===== config.mk =====
export PLATFORM = sky130hd
export DESIGN_NAME = game_progress_flat
export DESIGN_NICKNAME = d
export VERILOG_FILES = /design/src/rtl/game_progress_if.sv /design/src/rtl/game_progress.sv /design/src/flat_wrapper.sv
export SDC_FILE = /design/constraint.sdc
export NUM_CORES = 1
export LEC_CHECK = 0
export ABC_AREA = 0
export CORE_UTILIZATION = 55
export CTS_BUF_LIST = sky130_fd_sc_hd__clkbuf_8
export DETAILED_ROUTE_END_ITERATION = 6
export PLACE_DENSITY = 0.77
export SLEW_MARGIN = 20
export SYNTH_ARGS = -nofsm -noshare
export SYNTH_HDL_FRONTEND = slang
export SYNTH_SLANG_ARGS = --single-unit

===== constraint.sdc =====
create_clock -name i_Clk -period 2.4 [get_ports i_Clk]
set_input_delay 0.36 -clock i_Clk [delete_from_list [all_inputs] [get_ports i_Clk]]
set_output_delay 0.36 -clock i_Clk [all_outputs]
set_load 0.02 [all_outputs]

===== src/rtl/game_progress_if.sv =====
// ---------------------------------------------------------------------------
// game_progress_if
// Purpose : Bundles the player-stage inputs and the level/lives/display
//           outputs of the game progress block into a single interface.
// Signals : i_player_x   [4:0] player column (debug / hit checker only)
//           i_player_y   [3:0] player row, 0..14
//           i_hit              one-cycle collision pulse
//           o_level_tens [3:0] BCD tens digit of level
//           o_level_ones [3:0] BCD ones digit of level
//           o_lives      [1:0] remaining lives
//           o_state      [1:0] 00 PLAYING, 01 DYING, 10 GAME_OVER
//           o_respawn          one-cycle respawn request
//           o_seg_tens   [6:0] active-low segments {g,f,e,d,c,b,a}, tens
//           o_seg_ones   [6:0] active-low segments {g,f,e,d,c,b,a}, ones
// Modports: master drives the player inputs, slave is the progress block.
// ---------------------------------------------------------------------------
interface game_progress_if;
    logic [4:0] i_player_x;
    logic [3:0] i_player_y;
    logic       i_hit;
    logic [3:0] o_level_tens;
    logic [3:0] o_level_ones;
    logic [1:0] o_lives;
    logic [1:0] o_state;
    logic       o_respawn;
    logic [6:0] o_seg_tens;
    logic [6:0] o_seg_ones;

    modport master (
        output i_player_x, i_player_y, i_hit,
        input  o_level_tens, o_level_ones, o_lives, o_state, o_respawn,
               o_seg_tens, o_seg_ones
    );

    modport slave (
        input  i_player_x, i_player_y, i_hit,
        output o_level_tens, o_level_ones, o_lives, o_state, o_respawn,
               o_seg_tens, o_seg_ones
    );
endinterface


===== src/rtl/game_progress.sv =====
// ---------------------------------------------------------------------------
// game_progress
// Purpose : Tracks the BCD level (00..99), remaining lives and the game FSM
//           (PLAYING / DYING / GAME_OVER), requests player respawn after a
//           death, and drives two 7-segment digits with the level.
// Ports   : i_Clk    system clock, rising edge
//           i_reset  synchronous, active-high reset
//           bus      game_progress_if.slave (player inputs, status outputs)
// Latency : inputs -> level/state 1 clock; level -> segments 1 more clock.
// ---------------------------------------------------------------------------
module game_progress #(
    parameter int START_LIVES  = 3,
    parameter int DEATH_CYCLES = 25000000,
    parameter int GOAL_ROW     = 0,
    parameter int ORIGIN_Y     = 14
) (
    input  logic               i_Clk,
    input  logic               i_reset,
    game_progress_if.slave     bus
);

    localparam int          CNT_W      = (DEATH_CYCLES > 2) ? $clog2(DEATH_CYCLES) : 1;
    localparam logic [CNT_W-1:0] DEATH_LAST = CNT_W'(DEATH_CYCLES - 1);
    localparam logic [1:0]  LIVES_INIT = 2'(START_LIVES);
    localparam logic [3:0]  GOAL_Y     = 4'(GOAL_ROW);
    localparam logic [3:0]  ORIGIN_YV  = 4'(ORIGIN_Y);
    localparam logic [6:0]  SEG_ZERO   = 7'b1000000;

    typedef enum logic [1:0] {
        ST_PLAYING   = 2'b00,
        ST_DYING     = 2'b01,
        ST_GAME_OVER = 2'b10
    } state_e;

    state_e           state_q;
    logic [3:0]       level_tens_q, level_ones_q;
    logic [3:0]       level_tens_d, level_ones_d;
    logic [1:0]       lives_q;
    logic [CNT_W-1:0] death_cnt_q;
    logic [3:0]       prev_y_q;
    logic             respawn_q;
    logic [6:0]       seg_tens_q, seg_ones_q;
    logic             goal_event;

    // Column is only carried through for the hit checker / debug.
    logic unused_player_x;
    assign unused_player_x = ^bus.i_player_x;

    // Active-low {g,f,e,d,c,b,a}; anything that is not a BCD digit is blank.
    function automatic logic [6:0] seg_decode(input logic [3:0] digit);
        // NOTE: the default arm gives every input value a defined result, so
        // no latch or X can appear for non-BCD codes.
        case (digit)
            4'd0:    seg_decode = 7'b1000000;
            4'd1:    seg_decode = 7'b1111001;
            4'd2:    seg_decode = 7'b0100100;
            4'd3:    seg_decode = 7'b0110000;
            4'd4:    seg_decode = 7'b0011001;
            4'd5:    seg_decode = 7'b0010010;
            4'd6:    seg_decode = 7'b0000010;
            4'd7:    seg_decode = 7'b1111000;
            4'd8:    seg_decode = 7'b0000000;
            4'd9:    seg_decode = 7'b0010000;
            default: seg_decode = 7'b1111111;
        endcase
    endfunction

    // The player stage holds y at the goal row for a single cycle, so only
    // the arrival edge counts as a crossing.
    assign goal_event = (bus.i_player_y == GOAL_Y) && (prev_y_q != GOAL_Y);

    // BCD increment with saturation at 99.
    always_comb begin
        level_tens_d = level_tens_q;
        level_ones_d = level_ones_q;
        if (!(level_tens_q == 4'd9 && level_ones_q == 4'd9)) begin
            if (level_ones_q == 4'd9) begin
                level_ones_d = 4'd0;
                level_tens_d = level_tens_q + 4'd1;
            end else begin
                level_ones_d = level_ones_q + 4'd1;
            end
        end
    end

    // NOTE: all state here uses non-blocking assignments so every register
    // samples the pre-edge values of the others, independent of statement order.
    always_ff @(posedge i_Clk) begin
        if (i_reset) begin
            state_q      <= ST_PLAYING;
            level_tens_q <= 4'd0;
            level_ones_q <= 4'd0;
            lives_q      <= LIVES_INIT;
            death_cnt_q  <= '0;
            prev_y_q     <= ORIGIN_YV;
            respawn_q    <= 1'b0;
            seg_tens_q   <= SEG_ZERO;
            seg_ones_q   <= SEG_ZERO;
        end else begin
            prev_y_q   <= bus.i_player_y;
            respawn_q  <= 1'b0;
            // Decoded from the current level registers: one clock of lag.
            seg_tens_q <= seg_decode(level_tens_q);
            seg_ones_q <= seg_decode(level_ones_q);

            unique case (state_q)
                ST_PLAYING: begin
                    // Hit wins over a simultaneous goal; lives >= 1 here.
                    if (bus.i_hit) begin
                        state_q     <= ST_DYING;
                        death_cnt_q <= '0;
                        lives_q     <= lives_q - 2'd1;
                    end else if (goal_event) begin
                        level_tens_q <= level_tens_d;
                        level_ones_q <= level_ones_d;
                    end
                end
                ST_DYING: begin
                    death_cnt_q <= death_cnt_q + 1'b1;
                    if (death_cnt_q == DEATH_LAST) begin
                        if (lives_q == 2'd0) begin
                            state_q <= ST_GAME_OVER;
                        end else begin
                            state_q   <= ST_PLAYING;
                            respawn_q <= 1'b1;
                        end
                    end
                end
                ST_GAME_OVER: begin
                    state_q <= ST_GAME_OVER;
                end
                default: begin
                    state_q <= ST_PLAYING;
                end
            endcase
        end
    end

    assign bus.o_level_tens = level_tens_q;
    assign bus.o_level_ones = level_ones_q;
    assign bus.o_lives      = lives_q;
    assign bus.o_state      = state_q;
    assign bus.o_respawn    = respawn_q;
    assign bus.o_seg_tens   = seg_tens_q;
    assign bus.o_seg_ones   = seg_ones_q;

endmodule


===== src/flat_wrapper.sv =====
// flat-port wrapper written by rule: the top's interface ports become plain ports
module game_progress_flat 
#(
    parameter int START_LIVES  = 3,
    parameter int DEATH_CYCLES = 25000000,
    parameter int GOAL_ROW     = 0,
    parameter int ORIGIN_Y     = 14
)
  (i_Clk, i_reset, bus_i_player_x, bus_i_player_y, bus_i_hit, bus_o_level_tens, bus_o_level_ones, bus_o_lives, bus_o_state, bus_o_respawn, bus_o_seg_tens, bus_o_seg_ones);
  game_progress_if bus_i ();
  input  logic i_Clk;
  input  logic i_reset;
  input wire logic [$bits(bus_i.i_player_x)-1:0] bus_i_player_x;
  input wire logic [$bits(bus_i.i_player_y)-1:0] bus_i_player_y;
  input wire logic [$bits(bus_i.i_hit)-1:0] bus_i_hit;
  output wire logic [$bits(bus_i.o_level_tens)-1:0] bus_o_level_tens;
  output wire logic [$bits(bus_i.o_level_ones)-1:0] bus_o_level_ones;
  output wire logic [$bits(bus_i.o_lives)-1:0] bus_o_lives;
  output wire logic [$bits(bus_i.o_state)-1:0] bus_o_state;
  output wire logic [$bits(bus_i.o_respawn)-1:0] bus_o_respawn;
  output wire logic [$bits(bus_i.o_seg_tens)-1:0] bus_o_seg_tens;
  output wire logic [$bits(bus_i.o_seg_ones)-1:0] bus_o_seg_ones;
  assign bus_i.i_player_x = bus_i_player_x;
  assign bus_i.i_player_y = bus_i_player_y;
  assign bus_i.i_hit = bus_i_hit;
  assign bus_o_level_tens = bus_i.o_level_tens;
  assign bus_o_level_ones = bus_i.o_level_ones;
  assign bus_o_lives = bus_i.o_lives;
  assign bus_o_state = bus_i.o_state;
  assign bus_o_respawn = bus_i.o_respawn;
  assign bus_o_seg_tens = bus_i.o_seg_tens;
  assign bus_o_seg_ones = bus_i.o_seg_ones;
  game_progress #(.START_LIVES(START_LIVES), .DEATH_CYCLES(DEATH_CYCLES), .GOAL_ROW(GOAL_ROW), .ORIGIN_Y(ORIGIN_Y)) u_core (.i_Clk(i_Clk), .i_reset(i_reset), .bus(bus_i));
endmodule

==> results of run 1 <==
==> power by group <==
group	switching [W]	leakage [nW]	internal [W]
clock network	0.000312	0.0541	0.000309
logic	0.0000623	0.669	0.0000409
registers	0.00000984	0.453	0.000940
total	0.000384	1.18	0.00129
==> sequential cells by signal, summed over array words and instances (netlist names) <==
| register | count |
|---|---|
| u_core.bus.o_level_ones | 4 |
| u_core.bus.o_level_tens | 4 |
| u_core.bus.o_lives | 2 |
| u_core.bus.o_respawn | 1 |
| u_core.bus.o_seg_ones | 7 |
| u_core.bus.o_seg_tens | 7 |
| u_core.bus.o_state | 2 |
| u_core.death_cnt_q | 25 |
| u_core.prev_y_q | 4 |
==> final cells by class <==
cell class | count | area [sq um]
fill | 411 | 1531
multi-input combinational | 236 | 1479
sequential | 56 | 1121
clock buffer | 5 | 68.82
clock inverter | 3 | 42.54
tap | 67 | 83.83
inverter | 11 | 41.29
timing repair buffer | 37 | 355.3
==> placed cells by master (no fill, tap or decap), types with 2 or more instances in the layout <==
master / n
sky130_fd_sc_hd__nor4_1: 2
sky130_fd_sc_hd__o211ai_1: 8
sky130_fd_sc_hd__and3_1: 7
sky130_fd_sc_hd__nor3_1: 5
sky130_fd_sc_hd__o31ai_1: 4
sky130_fd_sc_hd__nand3b_1: 4
sky130_fd_sc_hd__nor3b_1: 2
sky130_fd_sc_hd__a311oi_1: 2
sky130_fd_sc_hd__or3_1: 7
sky130_fd_sc_hd__nand2_1: 27
sky130_fd_sc_hd__or4_1: 9
sky130_fd_sc_hd__inv_1: 11
sky130_fd_sc_hd__a21oi_1: 28
sky130_fd_sc_hd__nand4_1: 7
sky130_fd_sc_hd__a31oi_1: 3
sky130_fd_sc_hd__o21ai_0: 9
sky130_fd_sc_hd__nor2b_1: 3
sky130_fd_sc_hd__clkbuf_8: 5
sky130_fd_sc_hd__nand3_1: 18
sky130_fd_sc_hd__ha_1: 12
sky130_fd_sc_hd__o21a_1: 3
sky130_fd_sc_hd__and2_1: 2
sky130_fd_sc_hd__buf_4: 4
sky130_fd_sc_hd__mux2i_1: 6
sky130_fd_sc_hd__nor2_1: 28
sky130_fd_sc_hd__or2_2: 6
sky130_fd_sc_hd__and4_1: 4
sky130_fd_sc_hd__o21bai_1: 5
sky130_fd_sc_hd__clkdlybuf4s50_1: 32
sky130_fd_sc_hd__dfxtp_1: 56
sky130_fd_sc_hd__o311ai_0: 4
sky130_fd_sc_hd__nand2b_1: 6
sky130_fd_sc_hd__mux2_2: 2
==> path summary, 6_finish.rpt <==
kind / endpoint / startpoint / depth (start not counted)
worst max-delay path: u_core.death_cnt_q[24]$_SDFFE_PP0P_ / u_core.death_cnt_q[0]$_SDFFE_PP0P_ / 5
worst min-delay path: u_core.prev_y_q[0]$_SDFF_PP0_ / i_reset / 2
worst max register to register: u_core.death_cnt_q[24]$_SDFFE_PP0P_ / u_core.death_cnt_q[0]$_SDFFE_PP0P_ / 5
worst min register to register: u_core.death_cnt_q[23]$_SDFFE_PP0P_ / u_core.death_cnt_q[23]$_SDFFE_PP0P_ / 2
==> kinds of logic after synthesis <==
kind of cell,count (synthesis),share of synthesized area
mux,9,0.03456
fa+ha+maj,12,0.05530
flops,56,0.4129
simple gates,145,0.2926
compound gates,70,0.1622
buf+inv,28,0.04240
==> cell usage after synthesis, types with 3 or more instances <==
| master | number | area, sq um |
|---|---|---|
| sky130_fd_sc_hd__nor2b_1 | 3 | 18.77 |
| sky130_fd_sc_hd__o31ai_1 | 4 | 30.03 |
| sky130_fd_sc_hd__mux2i_1 | 6 | 60.06 |
| sky130_fd_sc_hd__o211ai_1 | 8 | 60.06 |
| sky130_fd_sc_hd__and4_1 | 4 | 35.03 |
| sky130_fd_sc_hd__dfxtp_1 | 56 | 1121 |
| sky130_fd_sc_hd__nand4_1 | 7 | 43.79 |
| sky130_fd_sc_hd__clkbuf_1 | 13 | 48.80 |
| sky130_fd_sc_hd__and3_1 | 7 | 43.79 |
| sky130_fd_sc_hd__a31oi_1 | 3 | 18.77 |
| sky130_fd_sc_hd__nand2b_1 | 6 | 37.54 |
| sky130_fd_sc_hd__nand3b_1 | 4 | 30.03 |
| sky130_fd_sc_hd__nor3_1 | 5 | 25.02 |
| sky130_fd_sc_hd__o21bai_1 | 5 | 37.54 |
| sky130_fd_sc_hd__inv_1 | 11 | 41.29 |
| sky130_fd_sc_hd__ha_1 | 12 | 150.1 |
| sky130_fd_sc_hd__or2_2 | 6 | 37.54 |
| sky130_fd_sc_hd__nand3_1 | 18 | 90.09 |
| sky130_fd_sc_hd__o21a_1 | 3 | 22.52 |
| sky130_fd_sc_hd__o21ai_0 | 9 | 45.04 |
| sky130_fd_sc_hd__or4_1 | 9 | 67.56 |
| sky130_fd_sc_hd__nor2_1 | 28 | 105.1 |
| sky130_fd_sc_hd__a21oi_1 | 28 | 140.1 |
| sky130_fd_sc_hd__or3_1 | 7 | 43.79 |
| sky130_fd_sc_hd__o311ai_0 | 4 | 35.03 |
| sky130_fd_sc_hd__nand2_1 | 27 | 101.4 |
==> layer usage <==
metal  track usage  routed length [um]
met5             0                   0
met3       0.04167                 159
met2        0.3873                2643
met4       0.08061                  75
met1        0.2657                2593
==> critical path, cell delays in order (launching register included) <==
cell and delay [ns]:
sky130_fd_sc_hd__dfxtp_1 0.40, sky130_fd_sc_hd__ha_1 0.21, sky130_fd_sc_hd__and4b_1 0.27, sky130_fd_sc_hd__nand3_1 0.35, sky130_fd_sc_hd__or4_1 0.58, sky130_fd_sc_hd__a21oi_1 0.15
==> per-stage QoR <==
step           hold slack, ns  cells  utilization  instance area [sq um]  power (W)
5_1_grt                0.4691    415       0.6758                   3192   0.001728
3_3_place_gp           0.4699    407       0.6522                   3080   0.001072
6_report               0.4523    415       0.6758                   3192   0.001674
4_1_cts                0.4458    415       0.6758                   3192   0.001689
2_1_floorplan          0.4551    320            -                   2715   0.001037
3_5_place_dp           0.4776    407       0.6522                   3080   0.001075
==> out/qor.txt, run 1 <==
=================================================================================
Clock sink total                                                               56
Placeable core area                                                  0.004723 sq mm
Post-synth design cell area                                          0.002715 sq mm
Number of nets with antenna violations after detailed routing                   0
Routed wire length                                                        5471 um
Largest net degree at the start of global routing                              24
Total negative slack                                                         0 ns
Shortest period the worst path allows                                    2.026 ns
Total routing resource utilization after global routing                    0.2198
Path class of the lowest-slack min-delay path                        input port to register
Clock tree from TritonCTS                                                     yes
Height of the die                                                        72.26 um
Crit. End Element                                                        register
Unrepaired setup endpoints after global routing                                no
IO Pins                                                                        39
Total count of max-transition violations in the final report                    0
Critical path required time                                               2.65 ns
N_diodes                                                                        0
Internal reg-to-reg setup slack                                           0.37 ns
Largest buffer count on any clock path                                          2
Unique cell type count in the Yosys netlist                                    46
Antenna violations before repair                                                0
Total power divided by cell area                                     524.4 mW/mm^2
Yosys warns                                                                     0
Relative area change from synthesis to final layout                        17.56%
Cell at the root of the clock tree                                   sky130_fd_sc_hd__clkbuf_8
Maximum capacitance violations                                                  0
Site Rows                                                                      25
H-Tree Level Count                                                              2
Dominant synthesized flop cell                                       sky130_fd_sc_hd__dfxtp_1
Crit Path Category                                                   register to register
Peak clock frequency supported by timing                                493.7 MHz
Number of setup violations in the final report                                  0
Average wire per standard cell                                           13.18 um
Ratio of cells with drive above 1 in the final layout                     0.06609
Post-Place Worst Slack                                                  0.1742 ns
Count of state elements after synthesis                                        56
Pleak                                                                    1.176 nW
Clock slew seen by the registers of the worst setup and hold paths        0.10 ns
Rel. slew slack                                                            0.6325
Number of enable flip-flop cells after synthesis                                0
Number of CTS-inserted buffers                                                  5
Postcts setup bufs                                                              0
Nets@finish                                                                   371
WP data arrival                                                           2.27 ns
Vias in the first global route                                               2129
Portion of the post-synthesis area used by sequential elements             0.4129
Final hold violation count                                                      0
TritonRoute pass-1 iters                                                        4
Run status                                                           complete, no violations
Count of unresolved DRC violations after routing                                0
Final cycle utilization of the critical path                               0.8440
Aggregate global routing overflow                                               0
Routability congestion estimate from global placement                      0.8468
Synth Instances                                                               320
Worst IR drop on VDD                                                     338.9 uV
Critical path launch point type                                          register
Horiz. Die Dim                                                           72.26 um
Post-synthesis async set-or-reset flop share                                    0
Synthesized area divided by synthesized cell count                    8.485 sq um
Area enclosed by the die boundary                                    0.005222 sq mm
Global-route wire length before repair                                    9108 um
Clock Skew                                                            0.006943 ns
Starting density of the core                                               0.5748
Clock latency of the later-clocked register in the worst-skew pair        0.31 ns
Count of hold buffers inserted by post-cts repair                               0
DP HPWL                                                                   3763 um
Count of cells resized by post-cts repair                                       0
Total via count in the routed design                                         2377
Final setup slack of the worst path                                     0.3743 ns
Vias per Instance                                                           5.728
Worst-margin pin slew                                                   0.5492 ns
IO Port Bufs                                                                   33
Maximum fanout along the worst path                                            12
Number of DRC violations after detailed-routing iteration 0                   153
Syn nets                                                                      344
=================================================================================
(Power assumes the default switching activity.)
==> inputs of run 2 (changes only) <==
--- a/config.mk
+++ b/config.mk
@@ -6,10 +6,10 @@
 export NUM_CORES = 1
 export LEC_CHECK = 0
 export ABC_AREA = 0
-export CORE_UTILIZATION = 55
+export CORE_UTILIZATION = 51
 export CTS_BUF_LIST = sky130_fd_sc_hd__clkbuf_8
 export DETAILED_ROUTE_END_ITERATION = 6
-export PLACE_DENSITY = 0.77
+export PLACE_DENSITY = 0.75
 export SLEW_MARGIN = 20
 export SYNTH_ARGS = -nofsm -noshare
 export SYNTH_HDL_FRONTEND = slang
==> constraint.sdc (replaced) <==
create_clock -name i_Clk -period 1.8 [get_ports i_Clk]
set_input_delay 0.27 -clock i_Clk [delete_from_list [all_inputs] [get_ports i_Clk]]
set_output_delay 0.27 -clock i_Clk [all_outputs]
set_load 0.02 [all_outputs]
==> run 2 against run 1 <==
Via count rose by 2.8%. Utilization down 2.0 points. Fmax grew 16%. Sequential share of layout area decreased by 1.5 points. First-iteration DRC count down 43%. Clock skew rose by 0.0041 ns. Sequential cell count did not move.
==> out/qor.txt, run 2 (synthesized netlist as in run 1, its figures left out) <==
=================================================================================
Path class of the lowest-slack min-delay path                        input port to register   unchanged
Combinational Power Share                                                   0.076   was 0.062
Instance area after placement                                        0.003247 sq mm   was 0.003080 sq mm
Peak clock frequency supported by timing                                573.3 MHz   was 493.7 MHz
R2R cell count                                                                  6   was 5
Worst hold path startpoint                                                i_reset   unchanged
Total area of multi-input combinational cells                        0.001480 sq mm   was 0.001479 sq mm
Site Rows                                                                      26   was 25
Clock latency of the later-clocked register in the worst-skew pair        0.31 ns   about the same
Crit. End Element                                                        register   unchanged
Total via count in the routed design                                         2444   was 2377
Ratio of cells with drive above 1 in the final layout                      0.1332   was 0.06609
IO Port Bufs                                                                   33   unchanged
Largest net degree at the start of global routing                              26   was 24
Total count of max-transition violations in the final report                    0   unchanged
Area enclosed by the die boundary                                    0.005620 sq mm   was 0.005222 sq mm
Cell chain of the critical path                                      ha_1 > and4b_1 > nand3_1 > buf_4 > or4_1 > a21oi_1   was ha_1 > and4b_1 > nand3_1 > or4_1 > a21oi_1
DP HPWL                                                                   4164 um   was 3763 um
Buffering stage count on the worst path with inverters included                 1   was 0
Total routing resource utilization after global routing                    0.2299   was 0.2198
Most common cell after layout, fill and taps aside                   sky130_fd_sc_hd__dfxtp_1   unchanged
Cell at the slowest stage of the critical path                       sky130_fd_sc_hd__or4_1   unchanged
Count of hold buffers inserted by post-cts repair                               0   unchanged
Cell at the root of the clock tree                                   sky130_fd_sc_hd__clkbuf_8   unchanged
Routability congestion estimate from global placement                      0.8332   was 0.8468
Rel. slew slack                                                            0.6734   was 0.6325
Count of unresolved DRC violations after routing                                0   unchanged
Worst IR drop on VDD                                                     374.3 uV   was 338.9 uV
Routed wire length                                                        5793 um   was 5471 um
Number of CTS-inserted buffers                                                  5   unchanged
Cell-internal power                                                    0.001605 W   was 0.001290 W
Origin of the worst setup path                                       u_core.death_cnt_q[1]$_SDFFE_PP0P_   was u_core.death_cnt_q[0]$_SDFFE_PP0P_
WP data arrival                                                           1.99 ns   was 2.27 ns
Critical Path Stages                                                            6   was 5
Final cell count without fillers                                              438   was 415
Global-route wire length before repair                                    9956 um   was 9108 um
Maximum capacitance violations                                                  0   unchanged
Number of setup violations in the final report                                  0   unchanged
Final hold violation count                                                      0   unchanged
Pleak                                                                    1.284 nW   was 1.176 nW
Total power divided by cell area                                     636.9 mW/mm^2   was 524.4 mW/mm^2
Aggregate global routing overflow                                               0   unchanged
Register cell area after layout                                      0.001127 sq mm   was 0.001121 sq mm
Post-Place Worst Slack                                                 -0.1522 ns   was 0.1742 ns
Part of the power in registers                                              0.593   was 0.567
Clock slew seen by the registers of the worst setup and hold paths        0.11 ns   was 0.10 ns
Run status                                                           complete, no violations   unchanged
Utilization after layout                                                   0.6558   was 0.6758
Vias in the first global route                                               2273   was 2129
Number of DRC violations after detailed-routing iteration 0                    87   was 153
Number of nets with antenna violations after detailed routing                   0   unchanged
Largest buffer count on any clock path                                          2   unchanged
Delay contributed by the slowest stage of the critical path               0.39 ns   was 0.58 ns
Switching power                                                       0.0005289 W   was 0.0003838 W
Maximum fanout along the worst path                                             7   was 12
IO Pins                                                                        39   unchanged
Placeable core area                                                  0.005107 sq mm   was 0.004723 sq mm
Sw frac                                                                    0.2479   was 0.2293
Number of cells traversed by the worst hold path                                2   unchanged
H-Tree Level Count                                                              2   unchanged
N_diodes                                                                        0   unchanged
Crit Path Category                                                   register to register   unchanged
Overall power                                                          0.002133 W   was 0.001674 W
Clock network fraction of total power                                       0.330   was 0.371
Final setup slack of the worst path                                    0.05582 ns   was 0.3743 ns
Antenna violations before repair                                                0   unchanged
Worst-margin pin slew                                                   0.4899 ns   was 0.5492 ns
Critical path launch point type                                          register   unchanged
Shortest period the worst path allows                                    1.744 ns   was 2.026 ns
Horiz. Die Dim                                                           74.97 um   was 72.26 um
Clock tree from TritonCTS                                                     yes   unchanged
TritonRoute pass-1 iters                                                        4   unchanged
Height of the die                                                        74.97 um   was 72.26 um
Finished layout cell area                                            0.003349 sq mm   was 0.003192 sq mm
Cell class contributing the biggest share of worst-path delay        simple AND/OR/NAND/NOR gates   unchanged
Number of flip-flops under the largest register name                           25   unchanged
Relative area change from synthesis to final layout                        23.36%   was 17.56%
Vias per Instance                                                           5.580   was 5.728
Final cycle utilization of the critical path                               0.9690   was 0.8440
FF-to-FF Start                                                       u_core.death_cnt_q[1]$_SDFFE_PP0P_   was u_core.death_cnt_q[0]$_SDFFE_PP0P_
# placed instances                                                            430   was 407
Critical path required time                                               2.05 ns   was 2.65 ns
Clock sink total                                                               56   unchanged
Biggest register                                                     u_core.death_cnt_q   unchanged
Unrepaired setup endpoints after global routing                                no   unchanged
Average wire per standard cell                                           13.23 um   was 13.18 um
Highest-count cells in the layout ignoring fill and taps             51 x sky130_fd_sc_hd__dfxtp_1, 31 x sky130_fd_sc_hd__clkdlybuf4s50_1, 28 x sky130_fd_sc_hd__nor2_1, 28 x sky130_fd_sc_hd__a21oi_1, 27 x sky130_fd_sc_hd__nand2_1   was 56 x sky130_fd_sc_hd__dfxtp_1, 32 x sky130_fd_sc_hd__clkdlybuf4s50_1, 28 x sky130_fd_sc_hd__nor2_1, 28 x sky130_fd_sc_hd__a21oi_1, 27 x sky130_fd_sc_hd__nand2_1
Nets@finish                                                                   391   was 371
Starting density of the core                                               0.5316   was 0.5748
Number of fillers in the final layout                                         446   was 411
Clock Skew                                                             0.01109 ns   was 0.006943 ns
=================================================================================
-- run 2: power groups by stage --
stage          clock network (W)  logic (W)  registers [W]
2_1_floorplan                  0  0.0000836        0.00130
3_3_place_gp                   0   0.000160        0.00129
3_5_place_dp                   0   0.000164        0.00129
4_1_cts                 0.000725   0.000165        0.00127
5_1_grt                 0.000782   0.000178        0.00127
6_report                0.000704   0.000163        0.00127
-- run 2: final timing paths --
path	end	slack, ns
setup / recovery	u_core.death_cnt_q[20]$_SDFFE_PP0P_	0.06
hold / removal	u_core.death_cnt_q[0]$_SDFFE_PP0P_	0.40
setup reg to reg	u_core.death_cnt_q[20]$_SDFFE_PP0P_	0.06
hold reg to reg	u_core.death_cnt_q[21]$_SDFFE_PP0P_	0.49
-- run 2: worst reg2reg max path: cells and delay by family (launching register included) --
| family | cells | cell delay, ns |
|---|---|---|
| AND/OR/NAND/NOR | 3 | 0.77 |
| flip-flops | 1 | 0.38 |
| buffers and inverters | 1 | 0.20 |
| adder cells (fa/ha/maj) | 1 | 0.18 |
| AO/OA/AOI/OAI | 1 | 0.16 |
-- run 2: through the flow --
stage | hold slack, ns | setup TNS [ns]
after floorplan | 0.3766 | 0
after global placement | 0.4678 | -1.282
after detailed placement | 0.4788 | -1.700
after CTS | 0.3953 | 0
after global routing | 0.4129 | 0
final | 0.3998 | 0
-- run 2: cell type report --
type | count | share of cell area
well taps | 70 | 0.02615
multi-input cells | 236 | 0.4419
clock inverters | 3 | 0.007098
clock buffers | 5 | 0.02055
repair buffers | 57 | 0.1554
flip-flops and latches | 56 | 0.3366
inverters | 11 | 0.01233
-- run 2: per-layer routing --
| layer | vias up | part of all wire | GRT usage |
|---|---|---|---|
| met1 | 1140 | 0.46 | 0.2803 |
| met5 | - | 0 | 0 |
| li1 | 1250 | - | - |
| met3 | 6 | 0.039 | 0.04150 |
| met4 | 0 | 0.013 | 0.07757 |
| met2 | 48 | 0.49 | 0.4074 |
-- run 2: what timing repair did --
item	4_1_cts	5_1_grt
buffers inserted	0	0
cloned	0	0
setup endpoints to repair	3	7
gates resized for setup	3	5
